===== src/rtl/valid_burst_gen.sv =====
// Expands each accepted trigger into N_COUNT single-cycle o_valid strobes separated by
// N_GAP idle cycles; up to N_PEND triggers wait in a counter-based queue.
module valid_burst_gen #(
    parameter int N_COUNT = 5,
    parameter int N_GAP   = 1,
    parameter int N_PEND  = 3
) (
    input  logic                          i_clock,
    input  logic                          i_reset,
    input  logic                          i_trigger,
    input  logic                          i_enable,
    output logic                          o_ready,
    output logic                          o_valid,
    output logic                          o_busy,
    output logic                          o_done,
    output logic [$clog2(N_PEND+1)-1:0]   o_pending,
    output logic                          o_overflow
);

    localparam int SW = $clog2(N_COUNT + 1);
    localparam int GW = (N_GAP > 0) ? $clog2(N_GAP + 1) : 1;
    localparam int PW = $clog2(N_PEND + 1);

    localparam logic [SW-1:0] LAST_STROBE = SW'(N_COUNT - 1);
    localparam logic [GW-1:0] GAP_MAX     = GW'(N_GAP);
    localparam logic [PW-1:0] PEND_MAX    = PW'(N_PEND);

    typedef enum logic [1:0] {
        IDLE,
        STROBE,
        GAP,
        DONE
    } state_t;

    state_t          state_q;
    logic [SW-1:0]   strobe_cnt_q;
    logic [GW-1:0]   gap_cnt_q;
    logic [PW-1:0]   pending_q;
    logic [PW-1:0]   pending_d;
    logic            overflow_q;
    logic            accept;
    logic            start;

    assign accept = i_trigger & o_ready;
    assign start  = (state_q == IDLE) && (pending_q != '0) && i_enable;

    // An accept and a burst start on the same edge cancel out.
    always_comb begin
        pending_d = pending_q;
        if (accept && !start) begin
            pending_d = pending_q + PW'(1);
        end else if (!accept && start) begin
            pending_d = pending_q - PW'(1);
        end
    end

    always_ff @(posedge i_clock or negedge i_reset) begin
        if (!i_reset) begin
            state_q      <= IDLE;
            strobe_cnt_q <= '0;
            gap_cnt_q    <= '0;
            pending_q    <= '0;
            overflow_q   <= 1'b0;
        end else begin
            pending_q <= pending_d;
            if (i_trigger && !o_ready) begin
                overflow_q <= 1'b1;
            end
            case (state_q)
                IDLE: begin
                    if (start) begin
                        state_q      <= STROBE;
                        strobe_cnt_q <= '0;
                    end
                end
                STROBE: begin
                    if (strobe_cnt_q == LAST_STROBE) begin
                        state_q <= DONE;
                    end else if ((N_GAP == 0) && i_enable) begin
                        strobe_cnt_q <= strobe_cnt_q + SW'(1);
                    end else begin
                        // With N_GAP=0 this GAP visit only happens while paused.
                        state_q      <= GAP;
                        strobe_cnt_q <= strobe_cnt_q + SW'(1);
                        gap_cnt_q    <= GW'(1);
                    end
                end
                GAP: begin
                    if ((gap_cnt_q >= GAP_MAX) && i_enable) begin
                        state_q <= STROBE;
                    end else if (gap_cnt_q < GAP_MAX) begin
                        gap_cnt_q <= gap_cnt_q + GW'(1);
                    end
                end
                DONE: begin
                    state_q <= IDLE;
                end
                default: begin
                    state_q <= IDLE;
                end
            endcase
        end
    end

    assign o_valid    = (state_q == STROBE);
    assign o_busy     = (state_q != IDLE);
    assign o_done     = (state_q == DONE);
    assign o_ready    = (pending_q != PEND_MAX);
    assign o_pending  = pending_q;
    assign o_overflow = overflow_q;

endmodule

===== config.mk =====
export PLATFORM = sky130hd
export DESIGN_NAME = valid_burst_gen
export DESIGN_NICKNAME = d
export VERILOG_FILES = /design/src/rtl/valid_burst_gen.sv
export SDC_FILE = /design/constraint.sdc
export NUM_CORES = 1
export LEC_CHECK = 0
export ABC_AREA = 1
export BUFFER_PORTS_ARGS = -buffer_cell sky130_fd_sc_hd__buf_2
export CORE_AREA = 2 2 39 41
export DETAILED_ROUTE_END_ITERATION = 8
export DIE_AREA = 0 0 41 43
export SYNTH_ARGS = -nofsm -noshare
export SYNTH_HDL_FRONTEND = slang
export SYNTH_SLANG_ARGS = --single-unit

===== constraint.sdc =====
create_clock -name i_clock -period 1.55 [get_ports i_clock]
set_input_delay 0.155 -clock i_clock [delete_from_list [all_inputs] [get_ports i_clock]]
set_output_delay 0.155 -clock i_clock [all_outputs]
set_load 0.01 [all_outputs]

* Yosys cells after proc, flatten, opt, wreduce, memory -nomap -nowiden
Index checks and enable logic that the tools add are counted. Widths: inputs -> output; s select.
Word-level totals: register bits after elaboration 9, bits in latches 0, bits in writable memories 0, memory bits (read-only) 0, input bits 4, output and inout bits 7, logic and storage cells 53, memories kept 0
Operators by class: $add $sub $neg 4, $mul 0, divide/modulo/power cells 0, magnitude comparators 2, equality and inequality tests 10, shift-type cells 0, muxes and demuxes 13, bitwise logic cells 1, reductions and logical operators 18
Operators with widths (count):
- $ne 2x2->1 const B | 6
- $reduce_bool 2->1 | 5
- $mux 2 | 4
- $pmux 2 s4 | 1
- $logic_and 1x1->1 | 6
- $mux 3 | 2
- $pmux 3 s2 | 1
- $eq 2x2->1 const B | 2
- $mux 1 | 4
- $reduce_and 4->1 | 1
- $add 3x1->3 const B | 1
- $eq 3x3->1 const B | 1
- $logic_not 1->1 | 3
- $reduce_and 3->1 | 1
- $add 2x1->2 const B | 1
- $eq 2x1->1 const B | 1
- $logic_not 2->1 | 1
- $pmux 1 s2 | 1
- $reduce_and 2->1 | 1
- $sub 2x1->2 const B | 1
- $add 1x1->1 const B | 1
- $and 1x1->1 | 1
- $ge 1x1->1 const B | 1
- $lt 1x1->1 const B | 1

* Logic depth before layout (Yosys ltp)
Gate-level depths: netlist (run 1).
depth after elaboration 6, mapped depth 9

* Worst setup path after synthesis (run 1)
OpenSTA, ideal clock, no wires.
kind register to register, from register state_q[1], to register pending_q[1], in the netlist o_pending[1], setup time 117 ps, arrival time 1289 ps, setup slack 144 ps, cell stages (with the launch flop) 8, path buffers 0, clock period less this slack 1406 ps, cells stage by stage dfrtp_1 -> nor2_2 -> nand3_4 -> ha_1 -> inv_1 -> nand3_1 -> nand2_1 -> nand2_1
On the way: word-level cells in the longest chain between the ends 6
Ends and longest elaborated chain:
- from (decl) | line 35 | state_t state_q;
- from (signal assigned) | line 59 | state_q <= IDLE;
- from (signal assigned) | line 72 | state_q <= STROBE;
- from (signal assigned) | line 78 | state_q <= DONE;
- $logic_not 2->1 (*) | line 45 | assign start = (state_q == IDLE) && (pending_q != '0) && i_enable;
- $logic_and 1x1->1 (*) (2 in series) | line 45
- $logic_not 1->1 | line 50 | if (accept && !start) begin
- $logic_and 1x1->1 | line 50
- $mux 2 / $reduce_bool 2->1 (equally long branches)
- to (signal assigned) | line 65 | pending_q <= pending_d;
- to (decl) | line 38 | logic [PW-1:0] pending_q;
Every way passes the cells marked *; elsewhere a longest branch is shown, timed or not. A chain may end at the register's enable or synchronous reset.

* Worst setup path in the final report (run 1)
from register pending_q[0], in the netlist o_pending[0], to register pending_q[1], in the netlist o_pending[1]
On the way: word-level cells in the longest chain between the ends 6
Ends and longest elaborated chain:
- branches (longest 6 deep; another with $sub 2x1->2)
Parallel ways; which one is timed is not known. The select of a mux whose other input is x is not followed.

==> out/summary.txt, run 1 <==
Clock Latency Late Sink: 0.26 ns
Max Cap Violations: 0
Setup TNS Final: 0 ns
Initial DRC count: 9
Largest cells by area after synthesis: dfrtp_1 (42%), nand2_1 (16%), inv_1 (7.8%)
DR DRC count: 0
RSZ-0062 raised after global routing: false
Switching share of power: 0.446
Crit path kind: flip-flop to flip-flop
Final ANT Viol Nets: 0
Post-synth ARST share: 1.00
Number of flops mapped to enable cells by yosys: 0
Final Max Tran Viols: 0
Worst reg-to-reg setup slack: 0.13 ns
Final #Nets: 91
Max H-tree Level: 1
F_max: 705 MHz
Detail Placement HPWL: 741 um
Commonest cells post-synth: nand2_1 (22), inv_1 (11), dfrtp_1 (9), nor2_1 (7), nand3_1 (5)
Share of layout cells above drive strength 1: 0.241
Routed wire length: 917 um
Clock buffer depth: 2
Worst slack, placed: 0.129 ns
Die ar.: 0.00176 mm^2
Main synth FF type: dfrtp_1
Design area: 644 um^2
Die Ht: 43 um
Drt wl/cell: 9.26 um
Yosys warns: 0
# diodes: 0
FF+latch count, synth: 9
Fin. Hold Viols: 0
Syn Area/Cell: 7.92 um^2
Final Skew: 0.00788 ns
Largest net degree at the start of global routing: 10
Flop pwr share: 0.326
First-pass GRT wire length: 1.54 mm
Vias in the first global route: 379
Clock Sinks: 9
Cell Count, Final, Fillers Out: 99
Die X: 41 um
Core Rows: 14
Crit path launch type: flip-flop
Synthesized area: 531 um^2
Worst Tran Pin Value: 0.217 ns
Area grow syn2layout: 21.5%
TritonCTS buffer count: 3
GRT Total Usage: 0.131
CP Max Fanout: 6
Hold Path Class: input port to flip-flop
Peak VDD IR: 0.852 mV
TritonCTS clock tree: built
Power Internal: 0.665 mW
PD cells: 1860 mW/mm^2
Yosys top cell area share: 0.425
Setup violators final: 0
Crit path launch: o_pending[0]
Hold Path Stages: 2
Worst endpoint data arrival time: 1.56 ns
Avg Vias per Cell: 4.66
Synth Instances: 67
CTS resizes: 0
Combinational cell fraction of total power: 0.530
Worst setup margin: 0.132 ns
Hold_sp: i_trigger
Synth area leader: dfrtp_1
Initial cell density of the core: 0.383
Count leader, synth: nand2_1
Worst slew margin: 0.855
Cts hold-fix bufs: 1
DRT Pass-1 Iters: 4
GPL Wtd Cong: 0.763
CP Data Required Time: 1.69 ns
Post-CTS setup buffers: 0
Clk slew on worst S/H paths: 0.05 ns
Leak: 0.347 nW
Root Driver: clkbuf_4
Post-Syn Nets: 74
Switching Power: 0.535 mW
Final total power: 1.20 mW
Sequential area share after synthesis: 0.425
GRT overflow: 0
Period minus WS final: 1.42 ns
Inst Count DP: 94
Via count: 461
Placed Instance Area: 608 um^2
R2R depth: 8
Tcrit/Tclk final: 0.915
# IOs: 11
Port Buffers: 10
Core Region: 0.00138 mm^2
Clock Power Share: 0.144
Initial antenna violation count: 0
Synth unique cells: 15
Outcome: finished clean
Crit. End Element: flip-flop
RR Startpoint: o_pending[0]
==> worst paths after layout <==
kind	end
max in group asynchronous	strobe_cnt_q[1]
worst min register to register	o_overflow
worst min-delay path	o_overflow
min in group asynchronous	strobe_cnt_q[2]
worst max-delay path	o_pending[1]
worst max register to register	o_pending[1]
==> placed cells by master, fill, tap and decap left out, types with 2 or more instances in the layout <==
cell / count
buf_2: 10
clkbuf_4: 3
dfrtp_1: 9
ha_1: 3
inv_1: 11
nand2_1: 22
nand2_4: 2
nand3_1: 5
nor2_1: 7
==> critical path, cell delays in order, from the launching register on <==
cell and delay [ns]:
dfrtp_1 0.43, inv_1 0.08, nand2_1 0.12, nand3_4 0.12
ha_1 0.32, inv_1 0.07, nand3_1 0.07, nand2_1 0.06
nand2_1 0.04
==> sequential cells by signal (all words and copies together), names as in the netlist <==
signal        count
o_overflow        1
o_pending         2
state_q           2
gap_cnt_q         1
strobe_cnt_q      3
==> per-stage QoR <==
step	utilization	hold slack [ns]
after floorplan	-	-0.141
after global placement	0.439	0.0151
after detailed placement	0.439	0.0179
after CTS	0.466	0.154
after global routing	0.466	0.170
final	0.466	0.163
==> power by group through the flow <==
stage          sequential [mW]  clock (mW)  combinational, mW
2_1_floorplan            0.413           0              0.440
3_3_place_gp             0.393           0              0.635
3_5_place_dp             0.396           0              0.640
4_1_cts                  0.392       0.183              0.644
5_1_grt                  0.410       0.193              0.728
6_report                 0.391       0.173              0.636
==> layout make-up <==
class                   count  area (um^2)
fillers                   138          739
multi-input cells          47          264
flip-flops and latches      9          225
repair buffers             12         67.6
inverters                  11         41.3
clock buffers               4         26.3
well taps                  16         20.0
==> kinds of logic after synthesis <==
kind of cell / after synthesis / share of synthesized area
buffers and inverters: 11 / 0.0778
adders and majority gates: 3 / 0.0708
and+or+nand+nor: 41 / 0.384
xor gates and xnor gates: 1 / 0.0165
AOI/OAI and AO/OA: 2 / 0.0259
DFF: 9 / 0.425
==> metal layers <==
layer,track usage,share of wire,up-vias
met5,0,0,-
met4,0,0,0
met3,0.0942,0.053,0
met2,0.184,0.52,8
met1,0.175,0.43,216
li1,-,-,237
Power figures use the tool's default switching activity.
==> run 2, diff against run 1 <==
- PLACE_DENSITY_LB_ADDON: not set -> 0.25
==> run 2 against run 1 <==
Clock power is 6% higher. Total power is 5.4% higher. Die area stayed put. Sequential share of layout area is 0.80 points lower. Sequential power is essentially flat. Worst setup slack worse by 0.0044 ns. Via count down 3.0%. Largest power group unchanged.
==> out/summary.txt, run 2 (synthesized netlist as in run 1, its figures left out) <==
Setup violators final: 0
Area grow syn2layout: 24.3%
Slowest cell delay on critical path: 0.44 ns
Crit path launch: o_pending[0]
GPL Wtd Cong: 0.693
Initial antenna violation count: 0
# IOs: 11
Peak VDD IR: 0.996 mV
Vias in the first global route: 389
Max Cap Violations: 0
Clock Latency Late Sink: 0.26 ns
Max H-tree Level: 1
Flop pwr share: 0.311
RR Startpoint: o_pending[0]
Largest register FFs: 3
Core Region: 0.00138 mm^2
Biggest register: strobe_cnt_q
GRT overflow: 0
Leak: 0.353 nW
Hold_sp: i_trigger
Combinational cell fraction of total power: 0.543
Core Rows: 14
Period minus WS final: 1.42 ns
Final total power: 1.27 mW
Worst flop-to-flop path endpoint: o_pending[1]
Die ar.: 0.00176 mm^2
CP Buf/Inv Count: 2
Clock buffer depth: 2
Critical path, cell by cell: inv_1 -> nand2_2 -> nand3_4 -> ha_1 -> inv_1 -> nand3_1 -> nand2_1 -> nand2_1
Die X: 41 um
Final Max Tran Viols: 0
Hold Path Class: input port to flip-flop
Tcrit/Tclk final: 0.918
Worst reg-to-reg setup slack: 0.13 ns
Avg Vias per Cell: 4.47
Outcome: finished clean
Final #Nets: 92
Die Ht: 43 um
Fin. Hold Viols: 0
Drt wl/cell: 9.85 um
Clk slew on worst S/H paths: 0.07 ns
Commonest non-fill, non-tap cells in the layout: nand2_1 (21), inv_1 (11), buf_2 (10)
Initial DRC count: 8
Power Internal: 0.690 mW
DRT Pass-1 Iters: 2
Port Buffers: 10
Crit path kind: flip-flop to flip-flop
Worst slew margin: 0.866
Share of layout cells above drive strength 1: 0.262
R2R depth: 8
Detail Placement HPWL: 715 um
Worst Tran Pin Value: 0.201 ns
Routed wire length: 985 um
Crit path launch type: flip-flop
Worst Setup EP: o_pending[1]
# diodes: 0
DR DRC count: 0
TritonCTS buffer count: 3
RSZ-0062 raised after global routing: false
Worst endpoint data arrival time: 1.58 ns
Setup TNS Final: 0 ns
Clock Sinks: 9
Post-layout util: 0.476
Delay-heaviest family, CP: flip-flops
Largest net degree at the start of global routing: 10
Levels on crit path: 8
TritonCTS clock tree: built
CP Max Fanout: 6
GRT Total Usage: 0.143
First-pass GRT wire length: 1.64 mm
Initial cell density of the core: 0.383
Final Skew: 0.00702 ns
CP Data Required Time: 1.71 ns
Clock Power Share: 0.145
Via count: 447
Root Driver: clkbuf_4
Slowest cell on crit path: dfrtp_1
Crit. End Element: flip-flop
Switching Power: 0.575 mW
Most common cell after layout, fill and taps aside: nand2_1
F_max: 703 MHz
PD cells: 1920 mW/mm^2
Switching share of power: 0.455
Final ANT Viol Nets: 0
## run 2: cell count changes in the layout (fill, tap and decap cells not counted), sizes merged
| cell | change |
|---|---|
| buf | +1 |
## run 2: final cells by class
class,count,area (um^2)
sequential,9,225
clock buffer,4,26.3
multi-input combinational,47,272
inverter,11,41.3
timing repair buffer,13,75.1
fill,152,724
tap,16,20.0
## run 2: per-stage QoR
step / cell area [um^2] / instances / hold slack, ns / setup WS [ns]
final: 659 / 100 / 0.154 / 0.127
after global routing: 659 / 100 / 0.154 / 0.00805
after CTS: 644 / 99 / 0.149 / 0.0890
after detailed placement: 608 / 94 / 0.0171 / 0.107
after global placement: 608 / 94 / 0.0186 / 0.164
after floorplan: 531 / 67 / -0.141 / 0.144
## run 2: power groups by stage
stage	combinational (mW)	clock (mW)	sequential (mW)
global route	0.793	0.205	0.400
CTS	0.653	0.189	0.394
finish	0.687	0.184	0.394
global placement	0.638	0	0.393
floorplan	0.440	0	0.413
detailed placement	0.641	0	0.400
## run 2: repair_timing
item | in CTS | in global routing
gates resized for setup | 0 | 2
endpoints found under the setup margin | 0 | 1
endpoints found under the hold margin | 9 | 0
hold buffers | 1 | 0
setup buffers | 0 | 1
## run 2: per-layer routing
metal / vias to the layer above / routed length (um) / GRT usage
li1: 241 / - / -
met1: 198 / 504 / 0.198
met2: 6 / 422 / 0.188
met3: 2 / 47 / 0.0785
met4: 0 / 11 / 0.0400
met5: - / 0 / 0
## run 2: worst min path at each step
stage | endpoint | slack, ns | depth (start not counted)
CTS | o_overflow | 0.15 | 2
finish | o_overflow | 0.15 | 2
global route | o_overflow | 0.15 | 2
detailed placement | o_overflow | 0.02 | 1
global placement | o_overflow | 0.02 | 1
floorplan | gap_cnt_q | -0.14 | 0
==> run 3, diff against run 2 <==
- ABC_AREA: 1 -> not set
==> run 3 against run 2 <==
Wire length down 2.1%. Via count shrank 13%. Combinational power increased by 3.5%. Sequential share of layout area rose by 0.33 points. Critical endpoint unchanged. Clock-buffer cell count is the same. Design area fell by 0.95%. Clock power about the same. Non-clock buffer count increased by 4. Largest power group unchanged. Maximum frequency fell by 1.8%. Utilization shrank 0.45 points.
==> out/summary.txt, run 3 <==
Outcome: finished clean
Largest net degree at the start of global routing: 10
Clock Latency Late Sink: 0.26 ns
Post-Syn Nets: 54
Final ANT Viol Nets: 0
Synth area leader: dfrtp_1
Peak VDD IR: 0.962 mV
Commonest cells post-synth: dfrtp_1 (9), inv_1 (4), nand2_1 (4), ha_1 (3)
Max Cap Violations: 0
Delay-heaviest family, CP: simple AND/OR/NAND/NOR gates
Biggest register: strobe_cnt_q
Period minus WS final: 1.45 ns
Yosys top cell area share: 0.451
Hold Path Class: input port to flip-flop
Final Max Tran Viols: 0
Max H-tree Level: 1
Initial cell density of the core: 0.361
GRT Total Usage: 0.137
Sequential area share after synthesis: 0.451
Most common cell after layout, fill and taps aside: buf_2
Syn Area/Cell: 10.6 um^2
Setup TNS Final: 0 ns
Post-layout util: 0.472
Root Driver: clkbuf_4
Initial antenna violation count: 0
Yosys warns: 0
CP Max Fanout: 2
Synth Instances: 47
Die ar.: 0.00176 mm^2
TritonCTS buffer count: 3
DRT Pass-1 Iters: 2
Clock buffer depth: 2
TritonCTS clock tree: built
Clock Sinks: 9
First-pass GRT wire length: 1.61 mm
Largest cells by area after synthesis: dfrtp_1 (45%), ha_1 (7.5%), xnor2_1 (3.5%)
Post-synth ARST share: 1.00
Largest register FFs: 3
Most used cell, CP: xor2_1
Fillers: 136
Worst Tran Pin Value: 0.203 ns
GPL Wtd Cong: 0.637
GRT overflow: 0
Multi-input gate area: 258 um^2
Share of layout cells above drive strength 1: 0.426
Crit path launch type: flip-flop
Adder-cell area share of the yosys netlist: 0.0752
Critical path, cell by cell: or2_1 -> and3_4 -> inv_2 -> ha_1 -> xor2_1 -> nor2_1 -> xor2_1
R2R depth: 7
Clk slew on worst S/H paths: 0.06 ns
Simple-Gate Fraction of Synth Area: 0.213
Main synth FF type: dfrtp_1
Mux cell area share after synthesis: 0
Largest family of logic cells by synthesized area: simple AND/OR/NAND/NOR gates
Core Region: 0.00138 mm^2
Core Rows: 14
Compound-cell area share of the yosys netlist: 0.153
Crit path kind: flip-flop to flip-flop
XOR/XNOR share of the synthesized area: 0.0702
CP Data Required Time: 1.69 ns
Setup violators final: 0
Routed wire length: 964 um
Slowest cell on crit path: dfrtp_1
Placed Instance Area: 607 um^2
Port Buffers: 10
Initial DRC count: 2
FF+latch count, synth: 9
RSZ-0062 raised after global routing: false
Hold Path Stages: 2
Number of flops mapped to enable cells by yosys: 0
DR DRC count: 0
CP Buf/Inv Count: 1
# diodes: 0
Design area: 653 um^2
Area grow syn2layout: 30.8%
# IOs: 11
Final Skew: 0.00282 ns
F_max: 690 MHz
Leak: 0.315 nW
Synthesized area: 499 um^2
Via count: 390
Levels on crit path: 7
Drt wl/cell: 11.5 um
Worst slew margin: 0.863
Fin. Hold Viols: 0
Die Ht: 43 um
Avg Vias per Cell: 4.64
Register Area: 225 um^2
Vias in the first global route: 386
Detail Placement HPWL: 737 um
Slowest cell delay on critical path: 0.38 ns
Tcrit/Tclk final: 0.935
Crit. End Element: flip-flop
Synth unique cells: 25
Die X: 41 um
PD cells: 1930 mW/mm^2
Worst endpoint data arrival time: 1.59 ns
Final #Nets: 76
Commonest non-fill, non-tap cells in the layout: buf_2 (10), dfrtp_1 (9), buf_4 (6)
Count leader, synth: dfrtp_1
[run 3: worst paths after layout]
check	startpoint	endpoint	slack (ns)
hold reg to reg	o_overflow	o_overflow	0.46
setup / recovery	o_pending[1]	o_pending[1]	0.10
min in group asynchronous	i_reset	state_q[0]	0.27
setup reg to reg	o_pending[1]	o_pending[1]	0.10
max in group asynchronous	i_reset	gap_cnt_q	1.09
hold / removal	i_trigger	o_overflow	0.15
[run 3: worst register-to-register path, delay by kind of cell, from the launching register on]
kind	cells	cell delay, ns
xor gates and xnor gates	2	0.29
DFF	1	0.38
and+or+nand+nor	3	0.49
buffers and inverters	1	0.04
adders and majority gates	1	0.14
[run 3: power by group]
| group | leakage, nW | switching [mW] | internal [mW] |
|---|---|---|---|
| logic | 0.194 | 0.356 | 0.356 |
| clock network | 0.0150 | 0.0827 | 0.0993 |
| registers | 0.105 | 0.0496 | 0.317 |
[run 3: final cells by class]
| type | count | share of cell area |
|---|---|---|
| flip-flops and latches | 9 | 0.345 |
| repair buffers | 17 | 0.161 |
| inverters | 5 | 0.0287 |
| well taps | 16 | 0.0307 |
| multi-input cells | 33 | 0.395 |
| clock buffers | 4 | 0.0402 |
[run 3: cell families (layout without fill, tap and decap cells)]
logic type,count (synthesis),count (layout)
simple gates,17,17
xor+xnor,4,4
flops,9,9
compound gates,9,9
fa+ha+maj,3,3
buf+inv,5,26
[run 3: layer usage]
layer / track usage / wire length (um) / vias to the layer above
li1: - / - / 201
met1: 0.187 / 439 / 176
met2: 0.181 / 453 / 11
met3: 0.0314 / 60 / 2
met4: 0.100 / 11 / 0
met5: 0 / 0 / -
[run 3: repair_timing]
action                                 in CTS  in global routing
gates resized for setup                     0                  1
setup endpoints to repair                   0                  1
endpoints found under the hold margin       9                  0
setup buffers                               0                  1
hold buffers                                1                  0
[run 3: stage by stage]
stage | std cells | worst slack (ns) | hold WS [ns] | total power, mW
after floorplan | 47 | 0.0200 | -0.141 | 0.808
after CTS | 83 | 0.0712 | 0.139 | 1.26
after global routing | 84 | 0.0141 | 0.153 | 1.38
after global placement | 78 | 0.110 | 0.0207 | 1.04
after detailed placement | 78 | 0.0918 | 0.0235 | 1.06
final | 84 | 0.101 | 0.148 | 1.26
